==> src/rtl/life_pkg.sv <==
`default_nettype none
// ============================================================================
//  Module      : life_pkg
//  Description : Shared defaults, state encoding, row type and the per-cell
//                Game-of-Life rule for the generation stepper.
//  Revision    : 1.0 - initial release
// ============================================================================
package life_pkg;

  localparam int C_WIDTH  = 11;
  localparam int C_HEIGHT = 11;
  localparam int C_GEN_W  = 16;

  typedef logic [C_WIDTH-1:0] row_t;

  typedef enum logic [2:0] {
    ST_IDLE  = 3'd0,
    ST_LOAD0 = 3'd1,
    ST_LOAD1 = 3'd2,
    ST_STEP  = 3'd3,
    ST_DONE  = 3'd4
  } state_t;

  // Neighbour bits in, next cell state out. The count is 4 bits so the
  // fully-surrounded case (8) cannot overflow.
  function automatic logic cell_next(input logic [7:0] nbr, input logic alive);
    logic [3:0] n;
    n = 4'd0;
    for (int k = 0; k < 8; k++) begin
      n = n + {3'b000, nbr[k]};
    end
    return (n == 4'd3) | (alive & (n == 4'd2));
  endfunction

endpackage
`default_nettype wire

==> src/rtl/life_row_rule.sv <==
`default_nettype none
// ============================================================================
//  Module      : life_row_rule
//  Description : Combinational next-generation row from the three-row window
//                (above, cur, below). Cells beyond either edge read as dead.
//  Revision    : 1.0 - initial release
// ============================================================================
module life_row_rule
  import life_pkg::*;
#(
  parameter int WIDTH = C_WIDTH
) (
  input  logic [WIDTH-1:0] i_above,
  input  logic [WIDTH-1:0] i_cur,
  input  logic [WIDTH-1:0] i_below,
  output logic [WIDTH-1:0] o_next
);

  // One dead column padded on each side so every cell sees a 3-wide slice.
  logic [WIDTH+1:0] w_above_p;
  logic [WIDTH+1:0] w_cur_p;
  logic [WIDTH+1:0] w_below_p;

  assign w_above_p = {1'b0, i_above, 1'b0};
  assign w_cur_p   = {1'b0, i_cur,   1'b0};
  assign w_below_p = {1'b0, i_below, 1'b0};

  genvar c;
  generate
    for (c = 0; c < WIDTH; c++) begin : g_cell
      logic [7:0] w_nbr;
      // Padded index c+1 is board column c; the centre cell itself is excluded.
      assign w_nbr     = {w_above_p[c+2:c], w_below_p[c+2:c], w_cur_p[c+2], w_cur_p[c]};
      assign o_next[c] = cell_next(w_nbr, i_cur[c]);
    end
  endgenerate

endmodule
`default_nettype wire

==> src/rtl/life_gen_stepper.sv <==
`default_nettype none
// ============================================================================
//  Module      : life_gen_stepper
//  Description : Steps a HEIGHT x WIDTH Game-of-Life board held in an external
//                row-register bank by one generation, one row per cycle,
//                using a three-row sliding window so the update is in place.
//  Revision    : 1.0 - initial release
// ============================================================================
module life_gen_stepper
  import life_pkg::*;
#(
  parameter int WIDTH  = C_WIDTH,
  parameter int HEIGHT = C_HEIGHT,
  parameter int ROW_AW = $clog2(HEIGHT),
  parameter int GEN_W  = C_GEN_W
) (
  input  logic              clk,
  input  logic              reset,
  input  logic              start,
  output logic [ROW_AW-1:0] rd_addr,
  input  logic [WIDTH-1:0]  rd_data,
  output logic [ROW_AW-1:0] wr_addr,
  output logic [WIDTH-1:0]  wr_data,
  output logic              we,
  output logic              busy,
  output logic              done,
  output logic [GEN_W-1:0]  gen_count
);

  state_t            r_state;
  state_t            w_state_next;
  logic [WIDTH-1:0]  r_above;
  logic [WIDTH-1:0]  r_cur;
  logic [WIDTH-1:0]  r_below;
  logic [ROW_AW-1:0] r_row;
  logic [GEN_W-1:0]  r_gen_count;

  logic [ROW_AW:0]   w_row_p2;
  logic              w_have_below;
  logic              w_last_row;
  logic              w_step;
  logic [WIDTH-1:0]  w_next_row;
  logic [ROW_AW-1:0] w_rd_addr;

  // One extra bit so r+2 cannot wrap when HEIGHT fills the address space.
  assign w_row_p2     = {1'b0, r_row} + (ROW_AW+1)'(2);
  assign w_have_below = (w_row_p2 < (ROW_AW+1)'(HEIGHT));
  assign w_last_row   = (r_row == ROW_AW'(HEIGHT-1));

  life_row_rule #(
    .WIDTH (WIDTH)
  ) u_row_rule (
    .i_above (r_above),
    .i_cur   (r_cur),
    .i_below (r_below),
    .o_next  (w_next_row)
  );

  // State register.
  always_ff @(posedge clk) begin
    if (!reset) begin
      r_state <= ST_IDLE;
    end else begin
      r_state <= w_state_next;
    end
  end

  // Next-state and read-address decode.
  always_comb begin
    w_state_next = r_state;
    w_rd_addr    = '0;
    unique case (r_state)
      ST_IDLE: begin
        if (start) w_state_next = ST_LOAD0;
      end
      ST_LOAD0: begin
        w_rd_addr    = '0;
        w_state_next = ST_LOAD1;
      end
      ST_LOAD1: begin
        w_rd_addr    = ROW_AW'(1);
        w_state_next = ST_STEP;
      end
      ST_STEP: begin
        w_rd_addr = w_have_below ? w_row_p2[ROW_AW-1:0] : '0;
        if (w_last_row) w_state_next = ST_DONE;
      end
      ST_DONE: begin
        w_state_next = ST_IDLE;
      end
      default: begin
        w_state_next = ST_IDLE;
      end
    endcase
  end

  // Writes are suppressed combinationally while reset is held so an aborted
  // run never lands another row in the bank.
  assign w_step    = (r_state == ST_STEP) && reset;
  assign we        = w_step;
  assign wr_addr   = w_step ? r_row : '0;
  assign wr_data   = w_step ? w_next_row : '0;
  assign rd_addr   = w_rd_addr;
  assign busy      = (r_state != ST_IDLE);
  assign done      = (r_state == ST_DONE);
  assign gen_count = r_gen_count;

  // Window buffers, row index and generation counter.
  always_ff @(posedge clk) begin
    if (!reset) begin
      r_above     <= '0;
      r_cur       <= '0;
      r_below     <= '0;
      r_row       <= '0;
      r_gen_count <= '0;
    end else begin
      unique case (r_state)
        ST_LOAD0: begin
          r_cur   <= rd_data;
          r_above <= '0;
        end
        ST_LOAD1: begin
          r_below <= rd_data;
          r_row   <= '0;
        end
        ST_STEP: begin
          // The original row r slides into above, so overwriting it in the
          // bank this cycle does not disturb the next step.
          r_above <= r_cur;
          r_cur   <= r_below;
          r_below <= w_have_below ? rd_data : '0;
          if (!w_last_row) r_row <= r_row + ROW_AW'(1);
        end
        ST_DONE: begin
          r_gen_count <= r_gen_count + GEN_W'(1);
        end
        default: begin
        end
      endcase
    end
  end

endmodule
`default_nettype wire

==> config.mk <==
export PLATFORM = sky130hd
export DESIGN_NAME = life_gen_stepper
export DESIGN_NICKNAME = d
export VERILOG_FILES = /design/src/rtl/life_pkg.sv /design/src/rtl/life_row_rule.sv /design/src/rtl/life_gen_stepper.sv
export SDC_FILE = /design/constraint.sdc
export NUM_CORES = 1
export LEC_CHECK = 0
export CAP_MARGIN = 20
export CORE_MARGIN = 3
export CORE_UTILIZATION = 65
export DETAILED_ROUTE_END_ITERATION = 10
export DONT_BUFFER_PORTS = 1
export PLACE_DENSITY = 0.88
export SYNTH_ARGS = -nofsm -noshare
export SYNTH_HDL_FRONTEND = slang
export SYNTH_SLANG_ARGS = --single-unit
==> constraint.sdc <==
create_clock -name clk -period 4.1 [get_ports clk]
set_input_delay 0.82 -clock clk [delete_from_list [all_inputs] [get_ports clk]]
set_output_delay 0.82 -clock clk [all_outputs]
set_load 0.1 [all_outputs]
# [Yosys cells after proc, flatten, opt, wreduce, memory -nomap -nowiden]
# Index checks and enable logic that the tools add are counted.
# W data, S select, Z words.
[totals] regBits=56 inputBits=14 out_inout_bits=38 wordCells=153
[op_classes] n_addsub=74 magnitude_cmp=1 eq_ne=30 n_mux=13 n_bitwise=22 n_reduce_logical=7
[ops] operator="$add A4 B1 Y4" count=60
[ops] operator="$eq A4 B2 Y1 const B" count=22
[ops] operator="$pmux W11 S2" count=3
[ops] operator="$add A1 B1 Y2" count=11
[ops] operator="$mux W11" count=2
[ops] operator="$add A16 B1 Y16 const B" count=1
[ops] operator="$pmux W4 S2" count=2
[ops] operator="$mux W4" count=3
[ops] operator="$pmux W3 S4" count=1
[ops] operator="$and A1 B1 Y1" count=11
[ops] operator="$or A1 B1 Y1" count=11
[ops] operator="$eq A3 B2 Y1 const B" count=2
[ops] operator="$mux W3" count=2
[ops] operator="$ne A2 B2 Y1 const B" count=3
[ops] operator="$add A4 B2 Y5 const B" count=1
[ops] operator="$lt A5 B4 Y1 const B" count=1
[ops] operator="$add A4 B1 Y4 const B" count=1
[ops] operator="$eq A4 B4 Y1 const B" count=1
[ops] operator="$reduce_and A2 Y1" count=2
[ops] operator="$reduce_bool A2 Y1" count=2
[ops] operator="$eq A3 B1 Y1 const B" count=1
[ops] operator="$eq A3 B3 Y1 const B" count=1
[ops] operator="$logic_not A3 Y1" count=1
[ops] operator="$reduce_bool A3 Y1" count=1
[ops] operator="$logic_and A1 B1 Y1" count=1

# [Depth between registers and ports, before layout]
[depth] ltp_word=11 mapped_depth=11 depth_no_buf=11

# [Modules after synthesis]
# Synthesis repeated with hierarchy kept, for this count alone.
[hier_totals] cells_unflattened=474 area_unflattened_um2=4196.5
[by_module_without_submodules] mod="life_gen_stepper" instances=1 cells_per_inst=283 area_per_inst_um2=2499.9 seq_area_each_um2=1121.1
[by_module_without_submodules] mod="life_row_rule" instances=1 cells_per_inst=191 area_per_inst_um2=1696.6 seq_area_each_um2=0.0

# [Worst setup path before layout]
# Ideal clock, no wire load.
[synth_timing] path_kind="flip-flop to output port" from="register r_cur[5]" to="output port wr_data[6]" t_arrival_ns=5.437 required_time_ns=3.280 slack_ns=-2.157 stages_incl_launch_ff=12 path_buffers=0 path_cell_list="dfxtp_1 -> ha_1 -> inv_1 -> fa_1 -> fa_1 -> inv_1 -> fa_1 -> inv_1 -> fa_1 -> a2111oi_0 -> a21oi_1 -> nor4_1"
[synth_between] elab_chain_len=11 word_cells_on_any_way=12 cone_classes="add/sub (7); eq/ne (2); mux (1); bitwise (2)"
[synth_lines] item="start, declared" line="life_gen_stepper.sv:33" source="logic [WIDTH-1:0] r_cur;"
[synth_lines] item="start signal, assigned" line="life_gen_stepper.sv:119" source="r_cur <= rd_data;"
[synth_lines] item="start signal, assigned" line="life_gen_stepper.sv:130" source="r_cur <= r_below;"
[synth_lines] item="$add A1 B1 Y2 *" line="life_pkg.sv:30" source="n = n + {3'b000, nbr[k]};"
[synth_lines] item="$add A4 B1 Y4 * (6 in series)" line="life_pkg.sv:30"
[synth_lines] item="$eq A4 B2 Y1" line="life_pkg.sv:32" source="return (n == 4'd3) | (alive & (n == 4'd2));"
[synth_lines] item="$and A1 B1 Y1" line="life_pkg.sv:32"
[synth_lines] item="$or A1 B1 Y1 *" line="life_pkg.sv:32"
[synth_lines] item="$mux W11 *" line="life_gen_stepper.sv:102" source="assign wr_data = w_step ? w_next_row : '0;"
[synth_lines] item="end, declared" line="life_gen_stepper.sv:23" source="output logic [WIDTH-1:0] wr_data,"
# Mark *: on every way between the ends. The rest lies on a longest branch, timed or not.

# [Final worst setup path]
[layout_timing] from="register r_cur[2]" to="output port wr_data[1]"
# Same word-level chain as after synthesis.

==> reports/metrics.cfg <==
[clock_network]
cts_root_buf = clkbuf_8
htree_levels = 2
cts_hold_buf = 0
insertion_delay_ps = 320
cts_buffer_depth = 2
cts_sinks = 56
cts_tree = done
path_clk_slew_ps = 110
cts_buffers = 5

[grt]
antenna_found_initial = 0
grt-ovfl-total = 0
grt_pass1_vias = 4008
grt_max_degree = 39
grt_pass1_wl_um = 18900
track_usage_pct = 32.3

[logic_synthesis]
postSynthAreaPerCell_sq_um = 8.96
ys_seq_area_share_pct = 26.4
synth_cell_type_count = 40
synth_top_cell_by_area = dfxtp_1
netlist_top_cells_area = dfxtp_1, fa_1, ha_1
synth_edf_count = 0
synthFlopType = dfxtp_1
synth_top_cell_area_share_pct = 26.4
async_reset_ff_share_pct = 0
ys_seq_elements = 56
yosys_warnings = 0
synthCells = 474
syn_nets = 564
syn-cell-area_sq_um = 4250

[timing]
slew_headroom_pct = 25.7
post-route-period-util_pct = 111
hold_viol_final = 0
finClkSkew_ps = 20.5
rsz0062_at_grt = yes
fin_ws_ps = -437
post-route-min-period_ps = 4540
setup_viol = 9
worstMarginPinSlew_ps = 1110
max_freq_mhz = 220
holdWs_ps = 489
maxSlewViolCount = 0

[power]
seqPwrFrac_pct = 44.3
total_power_mw = 1.39
p_per_area_nw_per_um2 = 260
p_sw_mw = 0.534
ir_worst_vdd_mv = 0.274
p_leak_nw = 2.28
p_comb_share_pct = 33.8
p_clk_share_pct = 22.0
p_int_mw = 0.858
sw_frac_of_total_pct = 38.4

[critical_path]
crit_path_top_delay_cell = fa_1
reg2reg_to = r_above[2]
ff2ff_setup_slack_ps = 1760
cp_common_cell = inv_2
ff2ff_path_depth = 7
cp_data_arrival_time_ps = 3720
path_max_fanout = 4
startpoint_type = flop
end_kind = output pin
regToRegStartpoint = r_state[0]
worstPathCellList = ha_4 > inv_2 > fa_1 > fa_1 > inv_2 > fa_2 > inv_2 > fa_2 > a2111oi_4 > a21oi_2 > nor4_4 > buf_12
required_ps = 3280
crit_type = reg -> out
slowest_delay_ps = 490

[layout]
final-instance-count-excl-fill = 586
fillers = 271
area_growth_pct = 26.3
multiInputGateArea_sq_um = 3160
regArea_sq_um = 1160
nets = 601
final_common_cell = inv_1
layout_common_cells = inv_1, nand2_1, dfxtp_1
antenna_cells = 0
drive_gt1_share_pct = 29.0
final_core_util_pct = 87.5

[route]
drt_wl_total_um = 12900
antenna_left = 0
wire_per_inst_um = 22.0
drt_iter0_markers = 292
via_count = 3709
drc = 0
first_pass_iters = 5
viasPerCell = 6.33

[placement]
place_congestion = 0.839
dp_hpwl_um = 7540
portBuffers = 0
preCtsSetupSlack_ps = 20.7
dp.cells = 568

[worst_hold_path]
hp-start = r_below[10]
holdPathStages = 2
min_path_type = reg -> reg
hold_end = r_below[10]

[die]
dieHeight_um = 86.8
initial_core_util_pct = 69.3
dieArea_sq_um = 7540
core_area_sq_um = 6130
die_w_um = 86.8
ios = 52
rows = 28

[flow_run]
maxCapViolCount = 0

[status]
violations = setup timing
outcome = complete, but fails checks

==> kinds of logic (layout without fill, tap and decap cells) <==
kind of cell	count (synthesis)	in the layout	synth area share, %
muxes	15	15	3.54
adders and majority gates	76	76	29.5
buffers and inverters	112	149	10.2
AOI/OAI and AO/OA	68	68	11.5
DFF	56	56	26.4
and+or+nand+nor	136	136	16.6
xor gates and xnor gates	11	11	2.27
==> worst max path at each step <==
stage / start / endpoint / slack (ps)
floorplan: r_cur[5] / wr_data[6] / -320
global placement: r_cur[6] / wr_data[5] / 150
detailed placement: r_cur[6] / wr_data[5] / 20
CTS: r_cur[4] / wr_data[5] / -220
global route: r_cur[2] / wr_data[1] / -500
finish: r_cur[2] / wr_data[1] / -440
==> registers in the layout, summed over array words and instances, names as in the netlist <==
signal     flops
gen_count     16
r_below       11
r_above       11
r_row          4
r_state        3
r_cur         11
==> per-stage QoR <==
step	setup TNS, ps	cell area (sq um)
detailed placement	0	4970
finish	-2250	5360
global placement	0	4970
CTS	-1330	5220
floorplan	-2440	4500
global route	-3090	5360
==> synth_stat cells, types with 6 or more instances <==
master     number
a22o_1         11
clkbuf_1       10
a2111oi_0       6
nand2_1        46
a21oi_1        20
and3_1          6
mux2i_1        15
dfxtp_1        56
nand3_1         9
xnor2_1         7
and2_1         11
nor2_1         22
nor4_1         10
inv_1          95
o21ai_0         7
ha_1           36
nor2b_1         8
o211a_1        11
fa_1           40
==> power by group through the flow <==
stage               sequential, mW  combinational [mW]  clock, mW
floorplan                    0.604               0.309          0
global placement             0.616               0.343          0
detailed placement           0.619               0.376          0
CTS                          0.609               0.401      0.291
global route                 0.618               0.506      0.320
finish                       0.616               0.470      0.306
==> repair_timing <==
item,CTS,global route
setup endpoints to repair,9,9
gates resized for setup,32,28
pin swaps,13,15
buffers inserted,7,4
==> layout make-up <==
class                   count  share of cell area (%)
clock buffers               5                    1.28
clock inverters             2                   0.233
flip-flops and latches     56                    21.6
well taps                  75                    1.75
inverters                  95                    6.65
multi-input cells         306                    58.8
repair buffers             47                    9.70
==> per-layer routing <==
| layer | GRT usage (%) | up-vias | wire [um] |
|---|---|---|---|
| met5 | 0 | - | 0 |
| met4 | 21.5 | 0 | 871 |
| met3 | 8.75 | 86 | 960 |
| met2 | 56.2 | 206 | 6490 |
| met1 | 33.6 | 1796 | 4600 |
| li1 | - | 1621 | - |
==> worst max-delay path: cells and delay by family (launching register included) <==
family | cells | cell delay [ps]
AO/OA/AOI/OAI | 2 | 400
AND/OR/NAND/NOR | 1 | 440
adder cells (fa/ha/maj) | 5 | 1780
flip-flops | 1 | 390
buffers and inverters | 4 | 390
No activity file was read; power rests on OpenSTA's default activity.
